===== src/rtl/shift_arbiter.sv =====
// -----------------------------------------------------------------------------
// shift_arbiter
//
// Shares one combinational logical-right-shift unit between two requesters:
//   requester 0 : EX-stage ALU path
//   requester 1 : multi-cycle mul/div unit
// Requests are arbitrated round-robin. The winner's operands feed the Shifter
// and the result lands in a one-entry output slot that is handed back to the
// winner over a valid/ready handshake.
//
// Ports
//   clk                      rising-edge clock for all state
//   reset                    synchronous, active-high
//   req0_* / req1_*          request channel: valid/ready, dataA, shamt, signal
//   resp0_* / resp1_*        response channel: valid (out), ready (in)
//   resp_data                slot contents, shared by both response ports
//   last_grant               ID of the most recently accepted requester (debug)
//
// Parameters
//   DW        data width; the Shifter is fixed at 32 bits, so DW must be 32
//   SRL_CODE  signal value selecting the logical right shift; other values
//             pass dataA through unchanged
// -----------------------------------------------------------------------------

// Combinational barrel shifter. The reset input forces a zero result; in this
// design it is tied low so the shifter is purely a function of its operands.
module Shifter #(
   parameter int         DW       = 32,
   parameter logic [3:0] SRL_CODE = 4'b0011
) (
   input  logic          reset,
   input  logic [DW-1:0] dataA,
   input  logic [4:0]    shamt,
   input  logic [3:0]    signal,
   output logic [DW-1:0] result
);

   always_comb begin
      result = dataA;
      if (reset) begin
         result = '0;
      end else if (signal == SRL_CODE) begin
         result = dataA >> shamt;   // zero fill from the top
      end
   end

endmodule

module shift_arbiter #(
   parameter int         DW       = 32,
   parameter logic [3:0] SRL_CODE = 4'b0011
) (
   input  logic          clk,
   input  logic          reset,

   // requester 0 (ALU path)
   input  logic          req0_valid,
   output logic          req0_ready,
   input  logic [DW-1:0] req0_dataA,
   input  logic [4:0]    req0_shamt,
   input  logic [3:0]    req0_signal,
   output logic          resp0_valid,
   input  logic          resp0_ready,

   // requester 1 (mul/div unit)
   input  logic          req1_valid,
   output logic          req1_ready,
   input  logic [DW-1:0] req1_dataA,
   input  logic [4:0]    req1_shamt,
   input  logic [3:0]    req1_signal,
   output logic          resp1_valid,
   input  logic          resp1_ready,

   // shared response data and debug
   output logic [DW-1:0] resp_data,
   output logic          last_grant
);

   // ---------------------------------------------------------------------------
   // Output slot and arbitration state
   // ---------------------------------------------------------------------------
   logic          slotValidReg;
   logic          slotOwnerReg;
   logic [DW-1:0] slotDataReg;
   logic          lastGrantReg;

   // ---------------------------------------------------------------------------
   // Slot availability
   // ---------------------------------------------------------------------------
   logic ownerReady;
   logic slotDrain;
   logic slotFree;

   // The slot can take a new result if it is empty, or if its current owner is
   // consuming the held result on this same edge (drain + refill together).
   assign ownerReady = slotOwnerReg ? resp1_ready : resp0_ready;
   assign slotDrain  = slotValidReg & ownerReady;
   assign slotFree   = !slotValidReg | ownerReady;

   // ---------------------------------------------------------------------------
   // Round-robin arbitration
   // ---------------------------------------------------------------------------
   logic anyReq;
   logic grantId;
   logic accept;

   always_comb begin
      grantId = 1'b0;
      if (req0_valid && req1_valid) begin
         // contention: favour whoever did not win last time
         grantId = !lastGrantReg;
      end else if (req1_valid) begin
         grantId = 1'b1;
      end else begin
         grantId = 1'b0;
      end
   end

   assign anyReq = req0_valid | req1_valid;

   // Nothing is accepted while reset is asserted, even though the slot state
   // itself only clears on the edge.
   assign accept = slotFree & anyReq & !reset;

   assign req0_ready = accept & (grantId == 1'b0);
   assign req1_ready = accept & (grantId == 1'b1);

   // ---------------------------------------------------------------------------
   // Datapath: mux the granted operands into the shared Shifter
   // ---------------------------------------------------------------------------
   logic [DW-1:0] muxDataA;
   logic [4:0]    muxShamt;
   logic [3:0]    muxSignal;
   logic [DW-1:0] shiftResult;

   always_comb begin
      muxDataA  = req0_dataA;
      muxShamt  = req0_shamt;
      muxSignal = req0_signal;
      if (grantId) begin
         muxDataA  = req1_dataA;
         muxShamt  = req1_shamt;
         muxSignal = req1_signal;
      end
   end

   Shifter #(
      .DW       (DW),
      .SRL_CODE (SRL_CODE)
   ) shifterInst (
      .reset  (1'b0),
      .dataA  (muxDataA),
      .shamt  (muxShamt),
      .signal (muxSignal),
      .result (shiftResult)
   );

   // ---------------------------------------------------------------------------
   // Slot update
   // ---------------------------------------------------------------------------
   always_ff @(posedge clk) begin
      if (reset) begin
         slotValidReg <= 1'b0;
         slotOwnerReg <= 1'b0;
         slotDataReg  <= '0;
         lastGrantReg <= 1'b1;   // requester 0 wins the first contention
      end else if (accept) begin
         slotValidReg <= 1'b1;
         slotOwnerReg <= grantId;
         slotDataReg  <= shiftResult;
         lastGrantReg <= grantId;
      end else if (slotDrain) begin
         // data is left in place; it is meaningless once valid drops
         slotValidReg <= 1'b0;
      end
   end

   // ---------------------------------------------------------------------------
   // Responses
   // ---------------------------------------------------------------------------
   // Gating with reset hides a pending result during the reset cycle; that
   // result is then discarded on the edge.
   assign resp0_valid = slotValidReg & (slotOwnerReg == 1'b0) & !reset;
   assign resp1_valid = slotValidReg & (slotOwnerReg == 1'b1) & !reset;
   assign resp_data   = slotDataReg;
   assign last_grant  = lastGrantReg;

endmodule


===== config.mk =====
export PLATFORM = sky130hd
export DESIGN_NAME = shift_arbiter
export DESIGN_NICKNAME = d
export VERILOG_FILES = /design/src/rtl/shift_arbiter.sv
export SDC_FILE = /design/constraint.sdc
export NUM_CORES = 1
export LEC_CHECK = 0
export CORE_MARGIN = 8
export CORE_UTILIZATION = 53
export DETAILED_ROUTE_END_ITERATION = 16
export GPL_TIMING_DRIVEN = 0
export PLACE_DENSITY = 0.88
export SYNTH_ARGS = -nofsm -noshare
export SYNTH_HDL_FRONTEND = slang
export SYNTH_SLANG_ARGS = --single-unit

===== constraint.sdc =====
create_clock -name clk -period 6.5 [get_ports clk]
set_clock_uncertainty 0.05 [all_clocks]
set_input_delay 0.975 -clock clk [delete_from_list [all_inputs] [get_ports clk]]
set_output_delay 0.975 -clock clk [all_outputs]
set_load 0.05 [all_outputs]

==> reports/qor.txt <==
FMAX: 218.8 MHz
RSZ-0062 raised after global routing: no
CTS Sinks: 35
Pleak: 2.541 nW
Slowest Stage Delay on Critical Path: 0.73 ns
Pwr dens: 179.7 nW/um2
Die ar.: 11280 um2
Core area: 8051 um2
Syn_area_per_cell: 8.215 um2
CP Capture Type: output port
Post-CTS Setup Inserts: 0
Slowest cell on crit path: clkdlybuf4s50_1
GRT Total Usage: 0.3220
Min cycle time layout: 4.571 ns
Sequential share of the synthesized area: 0.1625
Worst slew pin tran: 1.029 ns
I/O pin cnt: 125
Detailed Routing Iterations Pass 1: 7
Largest net degree at the start of global routing: 13
Initial Utilization: 0.5357
Ant. Diodes: 0
Worst-path clk slew: 0.07 ns
Asr flop ratio synth: 0
Relative slew slack: 0.3139
Worst Setup Start Kind: primary input
Top-area cell type share of the netlist area: 0.4178
Post-synth EDFFs: 0
Routed Antenna Nets: 0
Site Rows: 33
CP Data Required Time: 5.47 ns
Clk Latency, worst-skew pair: 0.30 ns
Most used DFF post-synth: dfxtp_1
Cell count after synthesis: 525
Initial antenna violation count: 0
Outcome: finished, final reports clean
GPL Wtd Cong: 1.019
Worst vdd ir: 0.0001215 V
Top cells by area, synth: mux2i_1 42%, dfxtp_1 16%, nor2_1 4.6%, o21ai_0 3.7%, a21oi_1 3.1%
Vias in the first global route: 5250
Clock Root Buffer: clkbuf_8
Hold Fails Final Rpt: 0
Part of the cycle the worst path needs: 0.7032
Biggest area consumer among synthesized cells: mux2i_1
Syn_nets: 613
Fin Setup TNS: 0 ns
Via count: 5074
First-pass GRT wire length: 28750 um
MaxCap Viol Count: 0
Layout cells sized above 1: 0.08589
Yosys cell types: 44
Final setup vio count: 0
Hpwl dp: 15080 um
Syn-to-layout area delta: 33.28%
Power, Total: 1.033 mW
Crit-path max FO: 10
# resized after CTS: 0
Worst hold path class: reg2reg
WP data arrival: 3.55 ns
Post-CTS Hold Fix Bufs: 0
Die height: 106.2 um
Nets: 739
Vias per cell: 6.703
CTS tree: yes
Routed WL: 18860 um
Floorplan die width: 106.2 um
Residual DRC count: 0
Synth warn: 0
Max clock buf depth: 2
GRT overflow: 0
Port bufs: 119
H-Tree Depth: 2
Seq cells post-synth: 35
Total CTS buffers: 5
Post-Syn Area: 4313 um2
Max-slew violations: 0
Wirelength per Cell: 24.92 um
Critical-path cell list: clkdlybuf4s50_1, a21boi_1, buf_4, buf_4, buf_2, nor3_1, clkdlybuf4s50_1
Critical path class: in2out
Initial DRC Count: 446
## sequential cells by signal (all words and copies together), names as in the netlist
signal,flops
resp_data,32
last_grant,1
slotOwnerReg,1
slotValidReg,1
## routing by layer
| metal | GRT usage | wire [um] | vias up |
|---|---|---|---|
| met2 | 0.5581 | 9020 | 357 |
| li1 | - | - | 2222 |
| met3 | 0.04658 | 1514 | 92 |
| met4 | 0.1618 | 1036 | 0 |
| met5 | 0 | 0 | - |
| met1 | 0.3788 | 7292 | 2403 |
## path summary, 6_finish.rpt
check                           cells after the start  slack [ns]            end          from
worst max-delay path                                7        1.93     req0_ready    req1_valid
worst min-delay path                                2        0.44   resp_data[5]  resp_data[5]
worst max register to register                      7        3.22  resp_data[27]  slotOwnerReg
worst min register to register                      2        0.44   resp_data[5]  resp_data[5]
## per-stage QoR
stage               worst slack (ns)    util  std cells  hold WS [ns]  area [um2]
global route                   1.836  0.7139        757        0.4680        5748
global placement               2.014  0.6999        749        0.4290        5635
detailed placement             1.988  0.6999        749        0.4315        5635
floorplan                      2.562       -        525        0.4125        4313
CTS                            1.982  0.7139        757        0.4422        5748
finish                         1.929  0.7139        757        0.4448        5748
## final cells by class
class | instances | area [um2]
multi-input cells | 441 | 3348
fillers | 681 | 2303
repair buffers | 119 | 1191
flip-flops and latches | 35 | 700.7
plain buffers | 49 | 264.0
well taps | 105 | 131.4
clock buffers | 5 | 68.82
clock inverters | 3 | 43.79
## cell usage after synthesis (3+ instances only)
library cell,number
a221oi_1,9
mux2i_2,4
clkbuf_1,16
a22oi_1,5
o32ai_1,6
nand3_1,8
or3_1,5
mux2_2,5
nand2b_1,4
nor3_1,18
mux2i_1,180
a311oi_1,3
mux4_2,4
nor2_1,53
nand2_1,35
o211ai_1,3
o21ai_0,32
buf_4,11
a21oi_1,27
dfxtp_1,35
a211oi_1,17
buf_2,19
## cells by family (layout without fill, tap and decap cells)
| logic type | Yosys count | in the layout | share of synthesized area |
|---|---|---|---|
| muxes | 194 | 194 | 0.4679 |
| and+or+nand+nor | 132 | 132 | 0.1361 |
| AOI/OAI and AO/OA | 115 | 115 | 0.1723 |
| buffers and inverters | 49 | 176 | 0.06121 |
| DFF | 35 | 35 | 0.1625 |
## worst max-delay path, delay by kind of cell
kind / cells / cell delay [ns]
buf+inv: 5 / 2.09
compound gates: 1 / 0.39
simple gates: 1 / 0.07
## where the power goes
part           leakage (nW)  internal (mW)  switching (mW)
Combinational          2.19          0.223           0.355
Clock                0.0581          0.114          0.0890
Sequential            0.291          0.238          0.0139
## cells in the final DEF, fill, tap and decap left out, types with 3 or more instances in the layout
cell,Yosys,layout
a211oi_1,17,17
a21oi_1,27,27
a221oi_1,9,9
a22oi_1,5,5
a311oi_1,3,3
buf_2,19,19
buf_4,11,11
clkbuf_1,16,16
clkbuf_8,0,5
clkdlybuf4s50_1,0,119
dfxtp_1,35,35
mux2_2,5,5
mux2i_1,180,180
mux2i_2,4,4
mux4_2,4,4
nand2_1,35,35
nand2b_1,4,4
nand3_1,8,8
nor2_1,53,53
nor3_1,18,18
o211ai_1,3,3
o21ai_0,32,32
o32ai_1,6,6
or3_1,5,5
(Power assumes the default switching activity.)
